**src/rtl/jimmy_port_monitor_if.sv**
```systemverilog
// rtl/jimmy_port_monitor_if.sv - port bundle between the jimmy core, the port monitor and the log reader
//
// Purpose: groups the core output strobe/data bus, the stimulus value and the
//          show-ahead log read port of jimmy_port_monitor.
// Optional feature macro: JIMMY_MON_TIMESTAMP_EN (adds TS_W and log_time).
// Signals:
//   out_strobe [CHANNELS]   core -> monitor, per-channel write strobe
//   out_data   [DATA_W]     core -> monitor, shared output data
//   stim_data  [DATA_W]     monitor -> core, stimulus value
//   log_pop                 reader -> monitor, consume head entry
//   log_valid               monitor -> reader, FIFO not empty
//   log_chan   [CW]         monitor -> reader, head channel
//   log_data   [DATA_W]     monitor -> reader, head data
//   log_level  [LW]         monitor -> reader, entries held
//   overflow                monitor -> reader, sticky entry-lost flag
//   drop_count [8]          monitor -> reader, saturating lost-entry count
//   log_time   [TS_W]       monitor -> reader, head timestamp (macro only)
interface jimmy_port_monitor_if #(
  parameter int DATA_W   = 8,
  parameter int CHANNELS = 4,
  parameter int DEPTH    = 8
`ifdef JIMMY_MON_TIMESTAMP_EN
  , parameter int TS_W   = 16
`endif
);
  localparam int CW = (CHANNELS > 1) ? $clog2(CHANNELS) : 1;
  localparam int LW = $clog2(DEPTH) + 1;

  logic [CHANNELS-1:0] out_strobe;
  logic [DATA_W-1:0]   out_data;
  logic [DATA_W-1:0]   stim_data;
  logic                log_pop;
  logic                log_valid;
  logic [CW-1:0]       log_chan;
  logic [DATA_W-1:0]   log_data;
  logic [LW-1:0]       log_level;
  logic                overflow;
  logic [7:0]          drop_count;
`ifdef JIMMY_MON_TIMESTAMP_EN
  logic [TS_W-1:0]     log_time;

  modport master (
    input  out_strobe, out_data, log_pop,
    output stim_data, log_valid, log_chan, log_data, log_level,
           overflow, drop_count, log_time
  );
  modport slave (
    output out_strobe, out_data, log_pop,
    input  stim_data, log_valid, log_chan, log_data, log_level,
           overflow, drop_count, log_time
  );
`else
  modport master (
    input  out_strobe, out_data, log_pop,
    output stim_data, log_valid, log_chan, log_data, log_level,
           overflow, drop_count
  );
  modport slave (
    output out_strobe, out_data, log_pop,
    input  stim_data, log_valid, log_chan, log_data, log_level,
           overflow, drop_count
  );
`endif
endinterface

```
**src/rtl/jimmy_port_monitor.sv**
```systemverilog
// rtl/jimmy_port_monitor.sv - logs completed strobe writes of the jimmy core into a show-ahead FIFO
//
// Purpose: detects the falling edge of each out_strobe line, logs (channel, data)
//          of the lowest falling channel, counts the rest as drops, and advances
//          a stimulus value on every completed write of STIM_CHAN.
// Optional feature macro: JIMMY_MON_TIMESTAMP_EN (per-entry cycle timestamp, log_time).
// Ports:
//   jimmy_clk  system clock, rising edge
//   reset      asynchronous, active-high
//   bus        jimmy_port_monitor_if.master (strobe/data in, stimulus and log out)
module jimmy_port_monitor #(
  parameter int DATA_W    = 8,
  parameter int CHANNELS  = 4,
  parameter int DEPTH     = 8,
  parameter int STIM_CHAN = 1,
  parameter int STIM_INIT = 0,
  parameter int STIM_STEP = 1
`ifdef JIMMY_MON_TIMESTAMP_EN
  , parameter int TS_W    = 16
`endif
) (
  input  logic                   jimmy_clk,
  input  logic                   reset,
  jimmy_port_monitor_if.master   bus
);
  localparam int CW = (CHANNELS > 1) ? $clog2(CHANNELS) : 1;
  localparam int AW = $clog2(DEPTH);
  localparam int LW = AW + 1;

  logic [CHANNELS-1:0] r_strobe_q;
  logic [DATA_W-1:0]   r_data_q;
  logic [CW-1:0]       r_mem_chan [DEPTH];
  logic [DATA_W-1:0]   r_mem_data [DEPTH];
  logic [LW-1:0]       r_wr_ptr, r_rd_ptr;
  logic [CW-1:0]       r_log_chan;
  logic [DATA_W-1:0]   r_log_data;
  logic [DATA_W-1:0]   r_stim;
  logic                r_overflow;
  logic [7:0]          r_drop_count;

  logic [CHANNELS-1:0] w_fall;
  logic                w_any_fall;
  logic [CW-1:0]       w_push_chan;
  logic [4:0]          w_nfalls;
  logic [4:0]          w_drops;
  logic [8:0]          w_drop_sum;
  logic [LW-1:0]       w_level;
  logic [LW-1:0]       w_rd_next;
  logic                w_empty, w_full, w_pop_ok, w_push_ok;

  always_comb begin
    w_fall      = r_strobe_q & ~bus.out_strobe;
    w_any_fall  = |w_fall;
    w_push_chan = '0;
    w_nfalls    = '0;
    // Descending scan so the lowest falling index wins.
    for (int i = CHANNELS - 1; i >= 0; i--) begin
      if (w_fall[i]) w_push_chan = CW'(i);
    end
    for (int i = 0; i < CHANNELS; i++) begin
      w_nfalls = w_nfalls + 5'(w_fall[i]);
    end
    w_level   = r_wr_ptr - r_rd_ptr;
    w_rd_next = r_rd_ptr + LW'(1);
    w_empty   = (r_wr_ptr == r_rd_ptr);
    w_full    = (r_wr_ptr[AW] != r_rd_ptr[AW]) &&
                (r_wr_ptr[AW-1:0] == r_rd_ptr[AW-1:0]);
    w_pop_ok  = bus.log_pop && !w_empty;
    // A pop in the same cycle frees the slot, so a full FIFO still accepts.
    w_push_ok = w_any_fall && (!w_full || w_pop_ok);
    w_drops   = w_nfalls - {4'b0, w_push_ok};
    w_drop_sum = {1'b0, r_drop_count} + {4'b0, w_drops};
  end

  // Storage carries no reset; the pointers define what is valid.
  always_ff @(posedge jimmy_clk) begin
    if (w_push_ok) begin
      r_mem_chan[r_wr_ptr[AW-1:0]] <= w_push_chan;
      r_mem_data[r_wr_ptr[AW-1:0]] <= r_data_q;
    end
  end

  always_ff @(posedge jimmy_clk or posedge reset) begin
    if (reset) begin
      r_strobe_q   <= '0;
      r_data_q     <= '0;
      r_wr_ptr     <= '0;
      r_rd_ptr     <= '0;
      r_log_chan   <= '0;
      r_log_data   <= '0;
      r_stim       <= DATA_W'(STIM_INIT);
      r_overflow   <= 1'b0;
      r_drop_count <= '0;
    end else begin
      r_strobe_q <= bus.out_strobe;
      r_data_q   <= bus.out_data;
      if (w_push_ok) r_wr_ptr <= r_wr_ptr + LW'(1);
      if (w_pop_ok)  r_rd_ptr <= w_rd_next;
      // Head register: next stored entry, or the bypassed push when the
      // FIFO is (or becomes) otherwise empty; holds when nothing follows.
      if (w_pop_ok) begin
        if (w_level > LW'(1)) begin
          r_log_chan <= r_mem_chan[w_rd_next[AW-1:0]];
          r_log_data <= r_mem_data[w_rd_next[AW-1:0]];
        end else if (w_push_ok) begin
          r_log_chan <= w_push_chan;
          r_log_data <= r_data_q;
        end
      end else if (w_empty && w_push_ok) begin
        r_log_chan <= w_push_chan;
        r_log_data <= r_data_q;
      end
      if (w_fall[STIM_CHAN]) r_stim <= r_stim + DATA_W'(STIM_STEP);
      if (w_drops != 5'd0) r_overflow <= 1'b1;
      r_drop_count <= w_drop_sum[8] ? 8'hFF : w_drop_sum[7:0];
    end
  end

`ifdef JIMMY_MON_TIMESTAMP_EN
  logic [TS_W-1:0] r_ts;
  logic [TS_W-1:0] r_mem_time [DEPTH];
  logic [TS_W-1:0] r_log_time;

  always_ff @(posedge jimmy_clk) begin
    if (w_push_ok) r_mem_time[r_wr_ptr[AW-1:0]] <= r_ts;
  end

  always_ff @(posedge jimmy_clk or posedge reset) begin
    if (reset) begin
      r_ts       <= '0;
      r_log_time <= '0;
    end else begin
      r_ts <= r_ts + TS_W'(1);
      if (w_pop_ok) begin
        if (w_level > LW'(1)) r_log_time <= r_mem_time[w_rd_next[AW-1:0]];
        else if (w_push_ok)   r_log_time <= r_ts;
      end else if (w_empty && w_push_ok) begin
        r_log_time <= r_ts;
      end
    end
  end

  assign bus.log_time = r_log_time;
`endif

  assign bus.stim_data  = r_stim;
  assign bus.log_valid  = !w_empty;
  assign bus.log_chan   = r_log_chan;
  assign bus.log_data   = r_log_data;
  assign bus.log_level  = w_level;
  assign bus.overflow   = r_overflow;
  assign bus.drop_count = r_drop_count;
endmodule

```
**src/flat_wrapper.sv**
```systemverilog
// flat-port wrapper written by rule: the top's interface ports become plain ports
module jimmy_port_monitor_flat 
#(
  parameter int DATA_W    = 8,
  parameter int CHANNELS  = 4,
  parameter int DEPTH     = 8,
  parameter int STIM_CHAN = 1,
  parameter int STIM_INIT = 0,
  parameter int STIM_STEP = 1

)
  (jimmy_clk, reset, bus_out_strobe, bus_out_data, bus_log_pop, bus_stim_data, bus_log_valid, bus_log_chan, bus_log_data, bus_log_level, bus_overflow, bus_drop_count);
  jimmy_port_monitor_if #(.DATA_W(DATA_W), .CHANNELS(CHANNELS), .DEPTH(DEPTH)) bus_i ();
  input  logic jimmy_clk;
  input  logic reset;
  input wire logic [$bits(bus_i.out_strobe)-1:0] bus_out_strobe;
  input wire logic [$bits(bus_i.out_data)-1:0] bus_out_data;
  input wire logic [$bits(bus_i.log_pop)-1:0] bus_log_pop;
  output wire logic [$bits(bus_i.stim_data)-1:0] bus_stim_data;
  output wire logic [$bits(bus_i.log_valid)-1:0] bus_log_valid;
  output wire logic [$bits(bus_i.log_chan)-1:0] bus_log_chan;
  output wire logic [$bits(bus_i.log_data)-1:0] bus_log_data;
  output wire logic [$bits(bus_i.log_level)-1:0] bus_log_level;
  output wire logic [$bits(bus_i.overflow)-1:0] bus_overflow;
  output wire logic [$bits(bus_i.drop_count)-1:0] bus_drop_count;
  assign bus_i.out_strobe = bus_out_strobe;
  assign bus_i.out_data = bus_out_data;
  assign bus_i.log_pop = bus_log_pop;
  assign bus_stim_data = bus_i.stim_data;
  assign bus_log_valid = bus_i.log_valid;
  assign bus_log_chan = bus_i.log_chan;
  assign bus_log_data = bus_i.log_data;
  assign bus_log_level = bus_i.log_level;
  assign bus_overflow = bus_i.overflow;
  assign bus_drop_count = bus_i.drop_count;
  jimmy_port_monitor #(.DATA_W(DATA_W), .CHANNELS(CHANNELS), .DEPTH(DEPTH), .STIM_CHAN(STIM_CHAN), .STIM_INIT(STIM_INIT), .STIM_STEP(STIM_STEP)) u_core (.jimmy_clk(jimmy_clk), .reset(reset), .bus(bus_i));
endmodule
```
**config.mk**
```make
export PLATFORM = sky130hd
export DESIGN_NAME = jimmy_port_monitor_flat
export DESIGN_NICKNAME = d
export VERILOG_FILES = /design/src/rtl/jimmy_port_monitor_if.sv /design/src/rtl/jimmy_port_monitor.sv /design/src/flat_wrapper.sv
export SDC_FILE = /design/constraint.sdc
export NUM_CORES = 1
export LEC_CHECK = 0
export ABC_AREA = 0
export CORE_MARGIN = 2
export CORE_UTILIZATION = 31
export DETAILED_ROUTE_END_ITERATION = 12
export PLACE_DENSITY_LB_ADDON = 0.25
export SLEW_MARGIN = 20
export SYNTH_ARGS = -nofsm -noshare
export SYNTH_HDL_FRONTEND = slang
export SYNTH_SLANG_ARGS = --single-unit
```
**constraint.sdc**
```tcl
create_clock -name jimmy_clk -period 4.3 [get_ports jimmy_clk]
set_input_delay 0.86 -clock jimmy_clk [delete_from_list [all_inputs] [get_ports jimmy_clk]]
set_output_delay 0.86 -clock jimmy_clk [all_outputs]
set_load 0.005 [all_outputs]
```
; After elaboration in Yosys (flattened, before gate mapping)
; Memories as Yosys holds them, arrays and structs flattened.
; Cells that the tools add are included.
[totals]
in_bits = 15
memories = 2
reg_bits = 47
ram_bits = 80
[mem_list]
columns = name, depth, width, read_ports, rd_clocked_by_memory_dff, write_ports, line_no
row1 = u_core.r_mem_data, 8, 8, 1, 0, 1, jimmy_port_monitor.sv:33  ; logic [DATA_W-1:0] r_mem_data [DEPTH];
row2 = u_core.r_mem_chan, 8, 2, 1, 0, 1, jimmy_port_monitor.sv:32  ; logic [CW-1:0] r_mem_chan [DEPTH];
[op_classes]
n_addsub = 9
order_cmp = 1
mux = 15
bitwise_logic = 2
reduce_logical = 11
n_eq_ne = 4
[op_table]
columns = operator, count
row1 = $mux 8, 5
row2 = $mux 2, 8
row3 = $add 5x1->5, 2
row4 = $add 8x5->9, 1
row5 = $add 4x1->4 const B, 2
row6 = $add 8x1->8 const B, 1
row7 = $reduce_bool 5->1, 1
row8 = $sub 5x1->5, 1
row9 = $and 4x4->4, 1
row10 = $eq 4x4->1, 1
row11 = $gt 4x1->1 const B, 1
row12 = $logic_and 1x1->1, 4
row13 = $not 4->4, 1
row14 = $reduce_or 4->1, 1
row15 = $sub 4x4->4, 1
row16 = $eq 3x3->1, 1
row17 = $ne 3x3->1 const B, 1
row18 = $add 1x1->2, 1
row19 = $logic_not 1->1, 2
row20 = $mux 1, 2
row21 = $reduce_and 2->1, 1
row22 = $reduce_bool 2->1, 1
row23 = $logic_or 1x1->1, 1
row24 = $ne 1x1->1, 1

; Longest topological paths before layout
; Gate-level depths: netlist (run 1).
[logic_depth]
word_depth = 9
mapped_depth = 19
depth_no_buf = 18

; Worst setup path after synthesis (run 1)
; No wires, ideal clock.
[synth_path]
path_kind = input-to-reg
startpoint = input port bus_out_strobe[1]
endpoint = register u_core.r_drop_count[6] (netlist: u_core.bus.drop_count[6])
cell_stages = 19
t_arrival_ns = 4.537
path_slack_ns = -0.362
path_cell_list = nor2b_1 > clkbuf_1 > inv_1 > ha_1 > nand3_1 > a21boi_2 > ha_1 > inv_1 > fa_1 > inv_1 > fa_1 > ha_1 > inv_1 > ha_1 > nor2b_1 > o21ai_0 > a21boi_0 > o21ai_0 > mux2_2
[synth_lines]
columns = element, line_no
row1 = "start, declared", flat_wrapper.sv:16  ; input wire logic [$bits(bus_i.out_strobe)-1:0] bus_out_strobe;
row2 = $not 4->4, jimmy_port_monitor.sv:52  ; w_fall = r_strobe_q & ~bus.out_strobe;
row3 = $and 4x4->4, jimmy_port_monitor.sv:52
row4 = named net u_core.w_fall[1], jimmy_port_monitor.sv:41  ; logic [CHANNELS-1:0] w_fall;
row5 = $reduce_or 4->1, jimmy_port_monitor.sv:53  ; w_any_fall = |w_fall;
row6 = $logic_and 1x1->1, jimmy_port_monitor.sv:70  ; w_push_ok = w_any_fall && (!w_full || w_pop_ok);
row7 = named net u_core.w_push_ok, jimmy_port_monitor.sv:49  ; logic w_empty, w_full, w_pop_ok, w_push_ok;
row8 = $sub 5x1->5, jimmy_port_monitor.sv:71  ; w_drops = w_nfalls - {4'b0, w_push_ok};
row9 = $add 8x5->9, jimmy_port_monitor.sv:72  ; w_drop_sum = {1'b0, r_drop_count} + {4'b0, w_drops};
row10 = $mux 8, jimmy_port_monitor.sv:115  ; r_drop_count <= w_drop_sum[8] ? 8'hFF : w_drop_sum[7:0];
row11 = "end signal, assigned", jimmy_port_monitor.sv:115
row12 = "end, declared", jimmy_port_monitor.sv:39  ; logic [7:0] r_drop_count;
; The timed path passes the listed nets, and every way through them passes these cells.
; A chain may end at the register's enable or synchronous reset.

; Final worst setup path (run 1)
[layout_path]
startpoint = input port bus_out_strobe[1]
endpoint = register u_core.r_drop_count[6] (netlist: u_core.bus.drop_count[6])
[layout_lines]
columns = element, line_no
row1 = $not 4->4, jimmy_port_monitor.sv:52
row2 = $and 4x4->4, jimmy_port_monitor.sv:52
row3 = $reduce_or 4->1, jimmy_port_monitor.sv:53
row4 = $logic_and 1x1->1, jimmy_port_monitor.sv:70
row5 = named net u_core.w_push_ok, jimmy_port_monitor.sv:49
row6 = $sub 5x1->5, jimmy_port_monitor.sv:71
row7 = $add 8x5->9, jimmy_port_monitor.sv:72
row8 = $mux 8, jimmy_port_monitor.sv:115
; The timed path passes the listed nets, and every way through them passes these cells.

==> summary.md, run 1 <==
| Metric | Value |
|---|---|
| Number of nets in the synthesized netlist | `389` |
| Maximum clock rate | `247 MHz` |
| DRC violations left | `0` |
| Total gr overflow | `0` |
| Post-DR wirelength/cell | `17.9 um` |
| Power consumption | `0.00568 W` |
| Root cell of the clock tree | `clkbuf_16` |
| Hold bufs inserted after CTS | `0` |
| Proportion of netlist area held by the largest area contributor | `0.436` |
| Dpl ws | `-0.406 ns` |
| Post-route clock skew | `0.00730 ns` |
| Max clock buf depth | `2` |
| Total core area | `17400 um^2` |
| Reported leakage power | `2.66 nW` |
| Worst IR drop on VDD | `349 uV` |
| HPWL after DPL | `7800 um` |
| Final antenna diode count | `0` |
| Initial drt markers | `206` |
| Async S/R FF share, synth | `0.370` |
| Layout area overhead | `26.7%` |
| Fraction of the cycle the final worst path needs | `0.940` |
| Worst min-delay path class | `flip-flop to flip-flop` |
| Clock input transition at the sequential cells of the worst setup and hold paths | `0.05 ns` |
| Max-slew violation total from the final report | `0` |
| Number of top-level pins | `47` |
| Number of nets still failing antenna checks after routing | `0` |
| Number of clock sinks | `127` |
| Pin count of the biggest net entering global routing | `31` |
| Critical setup path kind | `primary input to flip-flop` |
| Smallest hold slack | `0.470 ns` |
| Max-slew headroom at the worst pin | `0.474` |
| Number of cells in the design after placement | `637` |
| Share of the yosys chip area belonging to registers | `0.650` |
| Maximum Capacitance Violations | `0` |
| Launching element type of the critical path | `primary input` |
| Ranking of synthesized cells by instance count | `edfxtp_1 (80), dfrtp_1 (47), inv_1 (22)` |
| Arrival time of data at the critical path endpoint | `4.34 ns` |
| Library cells used by synthesis | `47` |
| Ys Warns | `0` |
| X dimension of the die | `137 um` |
| Critical path peak fanout | `4` |
| Total non-filler cell area in the finished layout | `6980 um^2` |
| Yosys top cell by area | `edfxtp_1` |
| Most used standard cell by instance count after synthesis | `edfxtp_1` |
| Post-detailed-route via-to-cell ratio | `4.81` |
| Number of instances in the synthesized netlist | `353` |
| Number of endpoints failing setup at the final stage | `0` |
| Clock network latency to the later pin of the worst-skew pair | `0.42 ns` |
| Primary FF master, synth | `edfxtp_1` |
| Port Buf Inserts | `46` |
| Num CTS Buffers | `17` |
| Post-synth EDFFs | `80` |
| Number of nets in the layout | `468` |
| Min Tclk post-route | `4.04 ns` |
| Initial antenna violation count | `0` |
| Drt total wl | `12000 um` |
| Via total after detailed routing | `3222` |
| Number of global-route vias before repair | `3484` |
| Depth of the CTS H-tree | `4` |
| Category of the worst setup path capture point | `flip-flop` |
| Cell Pwr Density | `814 nW/um^2` |
| Standard cell area after detailed placement | `6380 um^2` |
| Seq cells post-synth | `127` |
| DIE AREA | `18800 um^2` |
| Die span in y | `137 um` |
| Last weighted congestion value of the routability-driven placer | `0.771` |
| Initial cell density of the core | `0.317` |
| First-pass GRT wire length | `19100 um` |
| Std cell rows | `48` |
| Unrepaired setup endpoints after global routing | `no` |
| Result of the run | `complete, no violations` |
| Final Worst Setup Slack | `0.259 ns` |
| Post-Synthesis Mean Instance Area | `15.6 um^2` |
| Cells taking the most area after synthesis | `edfxtp_1 (44%), dfrtp_1 (21%), mux4_2 (8.2%)` |
| WP data required | `4.60 ns` |
| Pin slew with the least headroom to its limit | `0.789 ns` |
| Fraction of final layout cells with drive strength greater than 1 | `0.213` |
| Final hold vios | `0` |
| Syn Std Cell Area | `5510 um^2` |
| CTS tree | `yes` |
| Finished Layout Cells | `670` |
| Global-route total usage across every layer | `0.141` |
| Number of detailed-route iterations in the first pass | `5` |
## final timing paths
| path | startpoint | end | slack [ns] | depth (start not counted) |
|---|---|---|---|---|
| worst min register to register | u_core.bus.stim_data[7]$_DFFE_PP0P_ | u_core.bus.stim_data[7]$_DFFE_PP0P_ | 0.47 | 1 |
| max in group asynchronous | reset | u_core.bus.stim_data[0]$_DFFE_PP0P_ | 2.72 | 3 |
| worst max-delay path | bus_out_strobe[1] | u_core.bus.drop_count[6]$_DFF_PP0_ | 0.26 | 19 |
| worst min-delay path | u_core.bus.stim_data[7]$_DFFE_PP0P_ | u_core.bus.stim_data[7]$_DFFE_PP0P_ | 0.47 | 1 |
| min in group asynchronous | reset | u_core.r_data_q[6]$_DFF_PP0_ | 0.78 | 2 |
| worst max register to register | u_core.r_rd_ptr[2]$_DFFE_PP0P_ | u_core.bus.drop_count[6]$_DFF_PP0_ | 0.37 | 19 |
## metrics by stage
stage	setup TNS (ns)	utilization
6_report	0	0.402
4_1_cts	0	0.400
3_3_place_gp	-1.57	0.368
3_5_place_dp	-2.56	0.368
5_1_grt	0	0.402
2_1_floorplan	0	-
## cells in the final DEF, fill, tap and decap left out, drive strengths merged, types with 8 or more instances in the layout
| cell | netlist | routed |
|---|---|---|
| a22oi | 16 | 16 |
| buf | 6 | 23 |
| clkbuf | 3 | 20 |
| clkdlybuf4s50 | 0 | 46 |
| clkinv | 0 | 8 |
| dfrtp | 47 | 47 |
| edfxtp | 80 | 80 |
| ha | 17 | 17 |
| inv | 22 | 22 |
| mux2i | 10 | 10 |
| mux4 | 20 | 20 |
| nand2 | 16 | 16 |
| nand3 | 14 | 14 |
| nor2 | 9 | 9 |
| nor3 | 11 | 11 |
| o21ai | 10 | 10 |
| or3 | 10 | 10 |
| xnor2 | 10 | 10 |
## metal layers
layer,global-route usage,part of all wire
met1,0.178,0.45
met2,0.225,0.48
met3,0.0449,0.046
met4,0.0573,0.018
met5,0,0
## state kept, by name (all words and copies together), names as in the netlist
register               cells
u_core.bus.stim_data       8
u_core.bus.drop_count      8
u_core.r_mem_data         64
u_core.r_data_q            8
u_core.r_rd_ptr            4
u_core.r_wr_ptr            4
u_core.r_strobe_q          4
u_core.bus.log_data        8
u_core.bus.overflow        1
u_core.r_mem_chan         16
u_core.bus.log_chan        2
## what timing repair did
item,4_1_cts,5_1_grt
gates resized for setup,0,6
hold endpoints to repair,0,0
setup endpoints to repair,0,7
buffers inserted,0,1
## power by group
group / leakage, nW / switching, W / internal [W] / total, W
clock: 0.273 / 0.000511 / 0.000846 / 0.00136
sequential: 1.29 / 0.000218 / 0.00164 / 0.00186
combinational: 1.09 / 0.00121 / 0.00125 / 0.00246
total: 2.66 / 0.00194 / 0.00374 / 0.00568
## worst max-delay path: stages
cell and delay [ns]:
clkdlybuf4s50_1 0.43, nor2b_2 0.13, inv_1 0.05, ha_1 0.21, nand3_2 0.07, a21boi_4 0.17, ha_1 0.24, inv_1 0.07
fa_1 0.18, inv_1 0.05, fa_1 0.36, ha_1 0.28, inv_1 0.05, ha_1 0.28, nor2b_2 0.17, o21ai_2 0.14
a21boi_2 0.10, o21ai_1 0.13, mux2_2 0.35
## layout make-up
class                      instances  area [um^2]
clock buffer                      20          437
clock inverter                    12          123
fill                            1602        10400
inverter                          22         82.6
multi-input combinational        195         1840
sequential                       127         3580
tap                              225          282
timing repair buffer              69          633
## logic make-up (layout without fill, tap and decap cells)
family	after synthesis	in the layout	synth area share
AND/OR/NAND/NOR	77	77	0.0743
adder cells (fa/ha/maj)	21	21	0.0532
multiplexers	32	32	0.104
buffers and inverters	31	123	0.0236
XOR/XNOR	17	17	0.0284
flip-flops	127	127	0.650
AO/OA/AOI/OAI	48	48	0.0664
(Power assumes the default switching activity.)
==> inputs of run 2 (changes only) <==
- CORE_MARGIN: 2 -> not set
- PLACE_DENSITY_LB_ADDON: 0.25 -> not set
==> summary.md, run 2 (same netlist as run 1, synthesis figures left out) <==
| Metric | Value |
|---|---|
| Number of nets still failing antenna checks after routing | `0 (unchanged)` |
| Num CTS Buffers | `17 (unchanged)` |
| First-pass GRT wire length | `19200 um (+0.43%)` |
| Slowest cell on crit path | `clkdlybuf4s50_1` |
| Total gr overflow | `0 (unchanged)` |
| Number of top-level pins | `47 (unchanged)` |
| Cell depth of the worst flop-to-flop path | `16 (-3)` |
| HPWL after DPL | `7540 um (-3.4%)` |
| Category of the worst setup path capture point | `flip-flop` |
| WP data required | `4.60 ns (about the same)` |
| Max-slew violation total from the final report | `0 (unchanged)` |
| Number of nets in the layout | `469 (+0.21%)` |
| DRC violations left | `0 (unchanged)` |
| Port Buf Inserts | `46 (unchanged)` |
| Largest register FFs | `64 (unchanged)` |
| Post-route clock skew | `0.00569 ns (-0.00161 ns)` |
| Max clock buf depth | `2 (unchanged)` |
| Pin count of the biggest net entering global routing | `26 (-16%)` |
| Number of detailed-route iterations in the first pass | `4 (-1)` |
| Finished Layout Cells | `671 (+0.15%)` |
| Clock network latency to the later pin of the worst-skew pair | `0.42 ns (about the same)` |
| Root cell of the clock tree | `clkbuf_16` |
| Maximum Capacitance Violations | `0 (unchanged)` |
| Critical setup path kind | `primary input to flip-flop` |
| Critical path peak fanout | `4 (unchanged)` |
| Destination of the worst register-to-register timing path | `u_core.bus.drop_count[6]$_DFF_PP0_` |
| Fraction of final layout cells with drive strength greater than 1 | `0.213 (-0.000479)` |
| Number of cells in the design after placement | `639 (+0.31%)` |
| Crit path from | `bus_out_strobe[0]` |
| Number of clock sinks | `127 (unchanged)` |
| Most frequent standard cell in the layout excluding fill and tap cells | `edfxtp_1` |
| Last weighted congestion value of the routability-driven placer | `0.778 (+0.97%)` |
| Min Tclk post-route | `4.13 ns (+0.0856 ns)` |
| Initial antenna violation count | `0 (unchanged)` |
| Result of the run | `complete, no violations` |
| Cell type with the highest occurrence count on the critical path | `fa_1` |
| Worst IR drop on VDD | `345 uV (-1.3%)` |
| Capturing instance or port of the critical path | `u_core.bus.drop_count[6]$_DFF_PP0_` |
| Reported leakage power | `2.69 nW (+1.4%)` |
| Std cell rows | `48 (unchanged)` |
| Final setup TNS | `0 ns (unchanged)` |
| DIE AREA | `18300 um^2 (-2.9%)` |
| Fraction of the cycle the final worst path needs | `0.960 (+0.0199)` |
| Post-detailed-route via-to-cell ratio | `4.83 (+0.53%)` |
| Pin slew with the least headroom to its limit | `0.763 ns (-0.0264 ns)` |
| Cell Pwr Density | `826 nW/um^2 (+1.5%)` |
| Depth of the CTS H-tree | `4 (unchanged)` |
| Drt total wl | `11900 um (-1.1%)` |
| Commonest cells after routing, fill and taps aside | `edfxtp_1 (80), dfrtp_1 (47), clkdlybuf4s50_1 (46), buf_4 (24), inv_1 (21)` |
| Arrival time of data at the critical path endpoint | `4.43 ns (+0.09 ns)` |
| Final antenna diode count | `0 (unchanged)` |
| Setup slack, reg-to-reg | `0.35 ns (-0.02 ns)` |
| Final hold vios | `0 (unchanged)` |
| Initial drt markers | `314 (+52%)` |
| Global-route total usage across every layer | `0.145 (+0.00408)` |
| Die span in y | `135 um (-1.5%)` |
| Via total after detailed routing | `3244 (+0.68%)` |
| Standard cell area after detailed placement | `6400 um^2 (+0.24%)` |
| Series of cell instances along the critical path | `clkdlybuf4s50_1 -> nand2b_1 -> ha_1 -> nand3_2 -> a21boi_4 -> ha_1 -> inv_1 -> fa_1 -> inv_1 -> fa_1 -> fa_1 -> nor2b_2 -> o21ai_2 -> a21boi_2 -> o21ai_1 -> mux2_2` |
| Launching element type of the critical path | `primary input` |
| Hold bufs inserted after CTS | `0 (unchanged)` |
| Maximum clock rate | `242 MHz (-2.1%)` |
| Number of global-route vias before repair | `3462 (-0.63%)` |
| Total core area | `17300 um^2 (-0.35%)` |
| Post-DR wirelength/cell | `17.7 um (-1.2%)` |
| Max-slew headroom at the worst pin | `0.489 (+0.0151)` |
| Clock input transition at the sequential cells of the worst setup and hold paths | `0.06 ns (about the same)` |
| R2r startpoint | `u_core.r_rd_ptr[2]$_DFFE_PP0P_` |
| Delay of the slowest critical-path stage | `0.48 ns (+0.05 ns)` |
| Number of endpoints failing setup at the final stage | `0 (unchanged)` |
| Initial cell density of the core | `0.318 (+0.00110)` |
| X dimension of the die | `135 um (-1.5%)` |
| Power consumption | `0.00582 W (+2.4%)` |
| CTS tree | `yes` |
| Total non-filler cell area in the finished layout | `7040 um^2 (+0.93%)` |
| Layout area overhead | `27.9%` |
| Worst min-delay path class | `flip-flop to flip-flop` |
## run 2: changes by cell type in the layout (fill, tap and decap cells not counted), sizes merged
| cell | delta |
|---|---|
| buf | +1 |
| clkinv | -1 |
| clkinvlp | -1 |
| bufinv | +2 |
## run 2: per-layer routing
metal  track usage  share of wire  up-vias  routed length (um)
li1              -              -     1497                   -
met1         0.185           0.42     1639                5040
met2         0.233           0.51      101                6010
met3        0.0464          0.062        7                 736
met4        0.0474         0.0074        0                  88
met5             0              0        -                   0
## run 2: worst min path at each step
stage | from | to | slack, ns | depth (start not counted)
global route | u_core.bus.stim_data[7]$_DFFE_PP0P_ | u_core.bus.stim_data[7]$_DFFE_PP0P_ | 0.51 | 1
detailed placement | u_core.bus.stim_data[7]$_DFFE_PP0P_ | u_core.bus.stim_data[7]$_DFFE_PP0P_ | 0.48 | 1
CTS | u_core.bus.stim_data[7]$_DFFE_PP0P_ | u_core.bus.stim_data[7]$_DFFE_PP0P_ | 0.50 | 1
finish | u_core.bus.stim_data[7]$_DFFE_PP0P_ | u_core.bus.stim_data[7]$_DFFE_PP0P_ | 0.49 | 1
floorplan | u_core.bus.stim_data[7]$_DFFE_PP0P_ | u_core.bus.stim_data[7]$_DFFE_PP0P_ | 0.47 | 1
global placement | u_core.bus.stim_data[7]$_DFFE_PP0P_ | u_core.bus.stim_data[7]$_DFFE_PP0P_ | 0.46 | 1
## run 2: metrics by stage
| step | utilization | setup WS [ns] | hold slack, ns |
|---|---|---|---|
| final | 0.407 | 0.173 | 0.492 |
| after global routing | 0.407 | -0.0292 | 0.511 |
| after CTS | 0.406 | 0.0944 | 0.496 |
| after detailed placement | 0.370 | -0.353 | 0.481 |
| after global placement | 0.370 | -0.221 | 0.465 |
| after floorplan | - | 0.0258 | 0.468 |
## run 2: area by class of cell
class                      count  area [um^2]
fill                        1588        10300
clock inverter                12          165
inverter                      22         82.6
clock buffer                  20          457
multi-input combinational    195         1840
tap                          225          282
timing repair buffer          70          641
sequential                   127         3580
## run 2: critical path: cells and delay by family
| kind | cells | cell delay [ns] |
|---|---|---|
| adders and majority gates | 5 | 1.77 |
| buffers and inverters | 3 | 0.61 |
| AOI/OAI and AO/OA | 4 | 0.55 |
| and+or+nand+nor | 3 | 0.39 |
| muxes | 1 | 0.27 |
## run 2: repair_timing
item                       in CTS  in global routing
setup buffers                   0                  0
resized for setup               0                  4
setup endpoints to repair       0                  7
## run 2: power by group
| part | switching, W | leakage, nW | internal [W] | total (W) |
|---|---|---|---|---|
| logic | 0.00121 | 1.10 | 0.00126 | 0.00246 |
| registers | 0.000215 | 1.29 | 0.00164 | 0.00186 |
| clock network | 0.000504 | 0.307 | 0.000993 | 0.00150 |
| total | 0.00192 | 2.69 | 0.00389 | 0.00582 |
==> inputs of run 3 (changes only) <==
- CTS_CLUSTER_SIZE: not set -> 10
==> results of run 3 <==
Final layout, timing and power as in run 2 (identical DEF).
